**config.mk**
```make
export PLATFORM = sky130hd
export DESIGN_NAME = mem_line_sched
export DESIGN_NICKNAME = d
export VERILOG_FILES = /design/src/rtl/mem_line_sched.sv
export SDC_FILE = /design/constraint.sdc
export NUM_CORES = 2
export LEC_CHECK = 0
export CAP_MARGIN = 20
export CELL_PAD_IN_SITES_DETAIL_PLACEMENT = 0
export CELL_PAD_IN_SITES_GLOBAL_PLACEMENT = 1
export CORE_AREA = 4 4 515 517
export DETAILED_ROUTE_END_ITERATION = 10
export DIE_AREA = 0 0 519 521
export DONT_BUFFER_PORTS = 1
export GPL_ROUTABILITY_DRIVEN = 0
export PLACE_DENSITY_LB_ADDON = 0.1
export SYNTH_ARGS = -nofsm -noshare
export SYNTH_HDL_FRONTEND = slang
export SYNTH_SLANG_ARGS = --single-unit
```
**constraint.sdc**
```tcl
create_clock -name clk -period 51.6 [get_ports clk]
set_clock_uncertainty 0.1 [all_clocks]
set_input_delay 0 -clock clk [delete_from_list [all_inputs] [get_ports clk]]
set_output_delay 0 -clock clk [all_outputs]
set_load 0.05 [all_outputs]
```
**src/rtl/mem_line_sched.sv**
```systemverilog
// Round-robin line-read scheduler: two requesters (I fetch, D load) share one
// Sysbus request/response channel, one 8-beat line transaction at a time.
module mem_line_sched #(
  parameter int DATA_WIDTH = 64,
  parameter int LINE_BYTES = 64,
  parameter int TAG_WIDTH  = 13
) (
  input  logic                      clk,
  input  logic                      reset,
  input  logic                      i_req,
  input  logic [63:0]               i_addr,
  output logic                      i_ack,
  output logic                      i_done,
  output logic [LINE_BYTES*8-1:0]   i_line,
  input  logic                      d_req,
  input  logic [63:0]               d_addr,
  output logic                      d_ack,
  output logic                      d_done,
  output logic [LINE_BYTES*8-1:0]   d_line,
  output logic                      bus_reqcyc,
  output logic [63:0]               bus_req,
  output logic [TAG_WIDTH-1:0]      bus_reqtag,
  input  logic                      bus_reqack,
  input  logic                      bus_respcyc,
  input  logic [DATA_WIDTH-1:0]     bus_resp,
  input  logic [TAG_WIDTH-1:0]      bus_resptag,
  output logic                      bus_respack,
  output logic                      proto_err
);
  localparam int LINE_W = LINE_BYTES * 8;
  localparam int BEATS  = LINE_W / DATA_WIDTH;
  localparam int CNT_W  = $clog2(BEATS);

  typedef enum logic [2:0] {S_IDLE, S_REQ, S_WAIT, S_RESP, S_DONE} state_t;

  state_t              r_state;
  logic [CNT_W-1:0]    r_beat_cnt;
  logic                r_last_d;
  logic                r_gnt_d;
  logic                r_reqcyc;
  logic [63:0]         r_bus_req;
  logic [TAG_WIDTH-1:0] r_tag;
  logic                r_i_ack, r_d_ack, r_i_done, r_d_done;
  logic                r_err;
  logic [LINE_W-1:0]   r_buf, r_i_line, r_d_line;

  logic                w_pick_d;
  logic [7:0]          w_gnt_id;
  logic                w_take_state;
  logic                w_take;
  logic                w_last;
  logic [LINE_W-1:0]   w_line;

  assign w_pick_d     = d_req && (!i_req || !r_last_d);
  assign w_gnt_id     = r_gnt_d ? 8'h02 : 8'h01;
  assign w_take_state = (r_state == S_WAIT) || (r_state == S_RESP) ||
                        (r_state == S_REQ && bus_reqack);
  assign w_take       = w_take_state && bus_respcyc && (bus_resptag[7:0] == w_gnt_id);
  assign w_last       = (r_beat_cnt == CNT_W'(BEATS - 1));

  always_comb begin
    w_line = r_buf;
    w_line[r_beat_cnt*DATA_WIDTH +: DATA_WIDTH] = bus_resp;
  end

  always_ff @(posedge clk or posedge reset) begin
    if (reset) begin
      r_state    <= S_IDLE;
      r_beat_cnt <= '0;
      r_last_d   <= 1'b1;
      r_gnt_d    <= 1'b0;
      r_reqcyc   <= 1'b0;
      r_bus_req  <= '0;
      r_tag      <= '0;
      r_i_ack    <= 1'b0;
      r_d_ack    <= 1'b0;
      r_i_done   <= 1'b0;
      r_d_done   <= 1'b0;
      r_err      <= 1'b0;
      r_buf      <= '0;
      r_i_line   <= '0;
      r_d_line   <= '0;
    end else begin
      r_i_ack  <= 1'b0;
      r_d_ack  <= 1'b0;
      r_i_done <= 1'b0;
      r_d_done <= 1'b0;

      if (bus_respcyc && !w_take) r_err <= 1'b1;
      if (bus_reqack && r_state != S_REQ) r_err <= 1'b1;

      case (r_state)
        S_IDLE: begin
          if (i_req || d_req) begin
            r_gnt_d   <= w_pick_d;
            r_last_d  <= w_pick_d;
            r_reqcyc  <= 1'b1;
            r_bus_req <= (w_pick_d ? d_addr : i_addr) & ~64'(LINE_BYTES - 1);
            r_tag     <= TAG_WIDTH'({1'b1, 4'b0001, (w_pick_d ? 8'h02 : 8'h01)});
            r_i_ack   <= !w_pick_d;
            r_d_ack   <= w_pick_d;
            r_state   <= S_REQ;
          end
        end
        S_REQ: begin
          if (bus_reqack) begin
            r_reqcyc <= 1'b0;
            r_state  <= S_WAIT;
          end
        end
        S_DONE:  r_state <= S_IDLE;
        default: ;
      endcase

      // Beat capture sits after the case so it also covers a beat arriving with
      // bus_reqack; its state update overrides the REQ->WAIT move above.
      if (w_take) begin
        r_buf      <= w_line;
        r_beat_cnt <= r_beat_cnt + CNT_W'(1);
        if (w_last) begin
          r_state <= S_DONE;
          if (r_gnt_d) begin
            r_d_line <= w_line;
            r_d_done <= 1'b1;
          end else begin
            r_i_line <= w_line;
            r_i_done <= 1'b1;
          end
        end else begin
          r_state <= S_RESP;
        end
      end
    end
  end

  assign i_ack       = r_i_ack;
  assign d_ack       = r_d_ack;
  assign i_done      = r_i_done;
  assign d_done      = r_d_done;
  assign i_line      = r_i_line;
  assign d_line      = r_d_line;
  assign bus_reqcyc  = r_reqcyc;
  assign bus_req     = r_bus_req;
  assign bus_reqtag  = r_tag;
  assign bus_respack = bus_respcyc;
  assign proto_err   = r_err;

endmodule

```
======== Word-level counts from Yosys, hierarchy flattened ========
Cells that the tools add are included.
storage, ports and cells
  flip-flop bits (word level) ............. 1617
  output and inout bits ................... 1108
  logic and storage cells ................. 78
operators by class
  $add $sub $neg .......................... 2
  equal/unequal tests ..................... 11
  shift-type cells ........................ 2
  mux-type cells .......................... 24
  bitwise gates (word level) .............. 1
  reduce and logical (&&, ||, !) cells .... 23
operators by type and width
  operator                     count
  $bwmux W512                  1
  $shift A64 B34 Y512 const A  1
  $shiftx A64 B34 Y512         1
  $mux W64                     1
  $neg A9 Y34                  1
  $mux W1                      14
  $mux W3                      4
  $reduce_and A3 Y1            4
  $pmux W3 S3                  1
  $eq A8 B2 Y1                 1
  $eq A3 B2 Y1 const B         2
  $eq A3 B3 Y1 const B         2
  $logic_and A1 B1 Y1          6
  $ne A3 B3 Y1 const B         2
  $logic_not A1 Y1             4
  $logic_or A1 B1 Y1           4
  $mux W2                      2
  $ne A2 B2 Y1 const B         2
  $reduce_bool A2 Y1           2
  $reduce_bool A4 Y1           1
  $add A3 B1 Y3 const B        1
  $eq A3 B1 Y1 const B         1
  $logic_not A3 Y1             1
  $ne A3 B1 Y1 const B         1
  other kinds (3)              3

======== Logic depth before layout (Yosys ltp) ========
  depth after elaboration ................. 9
  gate-level depth with buffers ........... 12
  mapped depth without buffers ............ 7

======== Least setup slack after synthesis ========
OpenSTA, ideal clock, no wires.
  path kind ............................... register -> register
  start point ............................. register r_beat_cnt[0]
  end point ............................... register r_d_line[434] (netlist: d_line[434])
  setup time .............................. 0.125 ns
  arrival time ............................ 3.057 ns
  data required time ...................... 51.375 ns
  setup slack ............................. 48.318 ns
  cell stages (with the launch flop) ...... 12
  buffers on the path ..................... 5
  period minus slack after synthesis ...... 3.282 ns
  path through ............................ dfrtp_1 > buf_2 > clkbuf_1 > inv_1 > ha_1 > ha_1 > buf_2 > nor3b_1 > clkbuf_1 > buf_1 > mux2_2 > mux2_2
on the way
  cells in the longest elaborated chain, start to end .. 3
  elaborated cells on any way between the ends .. 6
  those cells by class .................... add/sub (1); eq/ne (1); shift (2); mux (1); reduce/logical (1)
RTL lines
  element                                                             line  RTL
  start, declared                                                     37    logic [CNT_W-1:0] r_beat_cnt;
  start signal, assigned                                              119   r_beat_cnt <= r_beat_cnt + CNT_W'(1);
  $neg A9 Y34                                                         63    w_line[r_beat_cnt*DATA_WIDTH +: DATA_WIDTH] = bus_resp;
  $shiftx A64 B34 Y512 / $shift A64 B34 Y512 (equally long branches)  63
  $bwmux W512                                                         63
  end signal, assigned                                                123   r_d_line <= w_line;
  end, declared                                                       45    logic [LINE_W-1:0] r_buf, r_i_line, r_d_line;
Parallel ways exist; a longest one is shown, timed or not.
A chain may end at the register's enable or synchronous reset.

==> results list <==
- Total half-perimeter wirelength after legalization and detailed placement: 193,700 um
* Top cells by area, synth: sky130_fd_sc_hd__dfrtp_1 60%, sky130_fd_sc_hd__mux2_2 34%, sky130_fd_sc_hd__and2_1 1.2%
- Share of flip-flops with an asynchronous set or reset after synthesis: 100.0%
- During I/O placement, the number of pins put on the boundary was about 1,300.
- Final critical path time including I/O delays and setup: 5589 ps
- Number of antenna violations at the first check in global routing: 86
- The clock tree synthesis step divided the H-tree into 4 levels.
- For this run, the number of Yosys warnings is 0.
- IR analysis of the VDD net gives a maximum drop of around 24 uV.
- Largest fanout of any net on the critical path: 60
* Full die area: 270,400 um^2
* Number of cells produced by synthesis: ~4,400
- Area Growth Syn to Fin: 19.25%
- Number of global-route vias before repair: roughly 40,000
- Part of the cycle the worst path needs: 10.83%
- Final routed wire length divided by cell count: between 30 and 40 um
- Setup violations remaining at the end of the flow were counted as 0.
- Highest attainable clock frequency: roughly 180 MHz
- Count of flip-flops with a built-in enable after synthesis: 0
- Kind of capture point of the worst setup path: flop
- Summed over all layers, the global routing overflow is 0.
* Post-synthesis average cell area: between 15 and 20 um^2
- Area of the core: roughly 260,000 um^2
* Initial DRC count: approximately 1,800
- In this run the static leakage power is about 40 nW.
- Yosys reg bits: between 1,500 and 2,000
- Net count, final: 4,894
* Vias per std cell: around 4.7
- Setup repair after global routing left no endpoint under its margin.
- The most used flip-flop cell after synthesis is sky130_fd_sc_hd__dfrtp_1.
- In this run the horizontal extent of the chip is ~520 um.
* Clock slew seen by the registers of the worst setup and hold paths: about 60 ps
- The tree built by TritonCTS fans out to around 1,600 sinks.
* Hold Fails Final Rpt: 0
- At the pin with the least slew margin, the transition time is roughly 1200 ps.
* CTS tree: done
* Number of placed instances with taps included: 7,622
- Post-Route Hold Slack: between 70 and 80 ps
* Non-filler cells in the finished layout: around 8,300
* Area of the mapped netlist: approximately 68,000 um^2
* Type of origin of the critical path: flop
* Arrival time at the worst endpoint: about 6200 ps
* Share of post-route cells with drive strength above 1: approximately 51%
- Critical path class: reg2reg
- Share of the synthesized area in the top cell type: between 50% and 60%
* Maximum capacitance violations: 0
- Worst path setup slack after routing: about 46,000 ps
* Data required, critical path: roughly 52,000 ps
- Measured against its own limit, the worst slew margin works out to around 23%.
- Power per Cell Area: 38.44 nW/um^2
- Buffers on Ports: 0
- The max-slew violation count was 0.
* Cell accounting for the most synthesized area: sky130_fd_sc_hd__dfrtp_1
- The run finished with clean final reports.
- For this run, design rule violations remaining after detail routing come to 0.
- Worst min-delay path category: in2reg
- In this run the vertical extent of the chip is between 500 and 600 um.
- Buffer depth of the longest clock path: 4
* Power after layout: 3.101 mW
* Wire length of the first global-routing pass: between 300,000 and 400,000 um
- Total CTS buffers: approximately 200
- Sequential share of the synthesized area: 59.54%
- Num rows: 188
- Pre-CTS WS: 45,870 ps
* Unique cell type count in the Yosys netlist: 44
- Across every metal layer, demand over resource in global routing totals between 10% and 20%.
- Pin count of the biggest net entering global routing: 169
- Total wire length: 274,300 um
- Summed over all failing endpoints, the final setup total negative slack is 0 ps.
* Routed vias: 38,590
- Detailed-router iteration count before antenna repair: 4
* Antenna violation net count after detailed routing: 0
* Effective utilization at floorplan: between 20% and 30%
- Clock tree synthesis selected as its root buffer the cell sky130_fd_sc_hd__clkbuf_16.
- The clock reaches the later pin of the worst-skew pair after about 880 ps.
## stage by stage
step / util (%) / cell area (um^2)
after global placement: 27.32 / 71330
after global routing: 30.88 / 80630
final: 30.90 / 80690
after CTS: 30.87 / 80610
after detailed placement: 27.32 / 71330
after floorplan: - / 67720
## critical path, stage by stage (launching register included)
cell and delay [ps]:
sky130_fd_sc_hd__dfrtp_1 1090, sky130_fd_sc_hd__and3b_1 310, sky130_fd_sc_hd__o211ai_1 280, sky130_fd_sc_hd__nor3_4 310, sky130_fd_sc_hd__buf_4 500, sky130_fd_sc_hd__buf_4 680
sky130_fd_sc_hd__buf_4 760, sky130_fd_sc_hd__buf_4 800, sky130_fd_sc_hd__mux2_2 420
## final timing paths
path,slack [ps],start,cells past startpoint,endpoint
hold reg to reg,400,r_buf[201]$_DFFE_PP0P_,1,r_buf[201]$_DFFE_PP0P_
min in group asynchronous,330,reset,4,r_buf[254]$_DFFE_PP0P_
hold / removal,80,bus_resp[18],2,r_buf[274]$_DFFE_PP0P_
max in group asynchronous,47480,reset,8,r_buf[298]$_DFFE_PP0P_
setup reg to reg,46010,bus_reqtag[1]$_DFFE_PP0P_,8,d_line[65]$_DFFE_PP0P_
setup / recovery,46010,bus_reqtag[1]$_DFFE_PP0P_,8,d_line[65]$_DFFE_PP0P_
## cells by family after synthesis
kind of cell / share of synthesized area [%]
flip-flops: 59.54
XOR/XNOR: 0.01295
multiplexers: 34.90
AO/OA/AOI/OAI: 0.6269
buffers and inverters: 2.175
adder cells (fa/ha/maj): 0.1294
other: 0.005542
AND/OR/NAND/NOR: 2.605
## repair_timing
item / CTS / global route
hold endpoints to repair: 1954 / 0
resized for setup: 0 / 0
setup buffers: 0 / 0
hold buffers: 268 / 0
## flip-flops by register name, indices dropped and copies added, names as in the netlist
signal	flops
i_done	1
i_ack	1
d_ack	1
r_beat_cnt	3
proto_err	1
r_last_d	1
bus_reqtag	3
r_buf	512
bus_req	58
i_line	512
bus_reqcyc	1
d_done	1
d_line	512
r_state	3
## placed cells by master (no fill, tap or decap), types with 2 or more instances in the layout
| cell type | instances |
|---|---|
| sky130_fd_sc_hd__diode_2 | 32 |
| sky130_fd_sc_hd__nand4_1 | 5 |
| sky130_fd_sc_hd__clkinv_2 | 37 |
| sky130_fd_sc_hd__and3_1 | 62 |
| sky130_fd_sc_hd__inv_16 | 2 |
| sky130_fd_sc_hd__nor4_1 | 2 |
| sky130_fd_sc_hd__nor3_1 | 3 |
| sky130_fd_sc_hd__nand3_1 | 2 |
| sky130_fd_sc_hd__clkbuf_16 | 205 |
| sky130_fd_sc_hd__ha_1 | 6 |
| sky130_fd_sc_hd__and2_1 | 126 |
| sky130_fd_sc_hd__nor3b_2 | 4 |
| sky130_fd_sc_hd__nor2_1 | 7 |
| sky130_fd_sc_hd__a21o_1 | 3 |
| sky130_fd_sc_hd__nand2_1 | 72 |
| sky130_fd_sc_hd__buf_4 | 62 |
| sky130_fd_sc_hd__clkinvlp_4 | 2 |
| sky130_fd_sc_hd__dlygate4sd3_1 | 265 |
| sky130_fd_sc_hd__nor4b_1 | 2 |
| sky130_fd_sc_hd__a221o_1 | 2 |
| sky130_fd_sc_hd__bufinv_16 | 8 |
| sky130_fd_sc_hd__mux2i_1 | 62 |
| sky130_fd_sc_hd__mux2_2 | 2042 |
| sky130_fd_sc_hd__or4b_4 | 2 |
| sky130_fd_sc_hd__conb_1 | 15 |
| sky130_fd_sc_hd__a21oi_1 | 3 |
| sky130_fd_sc_hd__clkbuf_1 | 54 |
| sky130_fd_sc_hd__dfrtp_1 | 1608 |
| sky130_fd_sc_hd__o21ai_0 | 62 |
| sky130_fd_sc_hd__clkbuf_8 | 48 |
| sky130_fd_sc_hd__inv_6 | 3 |
| sky130_fd_sc_hd__buf_12 | 10 |
| sky130_fd_sc_hd__nor3b_1 | 7 |
| sky130_fd_sc_hd__inv_1 | 10 |
## layer usage
metal	part of all wire, %	track usage (%)	wire length (um)
met5	0.037	0	101
met4	3.8	7.360	10520
met3	9.6	7.694	26210
met2	48	32.93	132800
met1	38	22.74	104600
## synthesized netlist by cell type (2+ instances only)
library cell,count
sky130_fd_sc_hd__mux2_2,2042
sky130_fd_sc_hd__dfrtp_1,1609
sky130_fd_sc_hd__buf_2,144
sky130_fd_sc_hd__and2_1,126
sky130_fd_sc_hd__clkbuf_1,104
sky130_fd_sc_hd__nand2_1,72
sky130_fd_sc_hd__o21ai_0,64
sky130_fd_sc_hd__and3_1,62
sky130_fd_sc_hd__mux2i_1,62
sky130_fd_sc_hd__buf_4,20
sky130_fd_sc_hd__buf_1,11
sky130_fd_sc_hd__buf_6,11
sky130_fd_sc_hd__inv_1,11
sky130_fd_sc_hd__nor3b_1,11
sky130_fd_sc_hd__nor2_1,8
sky130_fd_sc_hd__ha_1,7
sky130_fd_sc_hd__nand4_1,5
sky130_fd_sc_hd__a21o_1,3
sky130_fd_sc_hd__a21oi_1,3
sky130_fd_sc_hd__nand3_1,3
sky130_fd_sc_hd__nor3_1,3
sky130_fd_sc_hd__a221o_1,2
sky130_fd_sc_hd__nor4_1,2
sky130_fd_sc_hd__nor4b_1,2
sky130_fd_sc_hd__or4b_1,2
## where the power goes
| group | switching, mW | internal [mW] | total, mW |
|---|---|---|---|
| Clock | 0.578 | 0.838 | 1.42 |
| Combinational | 0.174 | 0.114 | 0.288 |
| Sequential | 0.108 | 1.29 | 1.40 |
## layout make-up
class,count,area [um^2]
clock buffers,307,5993
flip-flops and latches,1610,40290
well taps,3420,4279
repair buffers,338,3346
fillers,26020,180400
multi-input cells,2510,26080
inverters,12,55.05
clock inverters,55,561.8
diodes,32,80.08
Note: power is estimated with default switching activity, not from simulation.
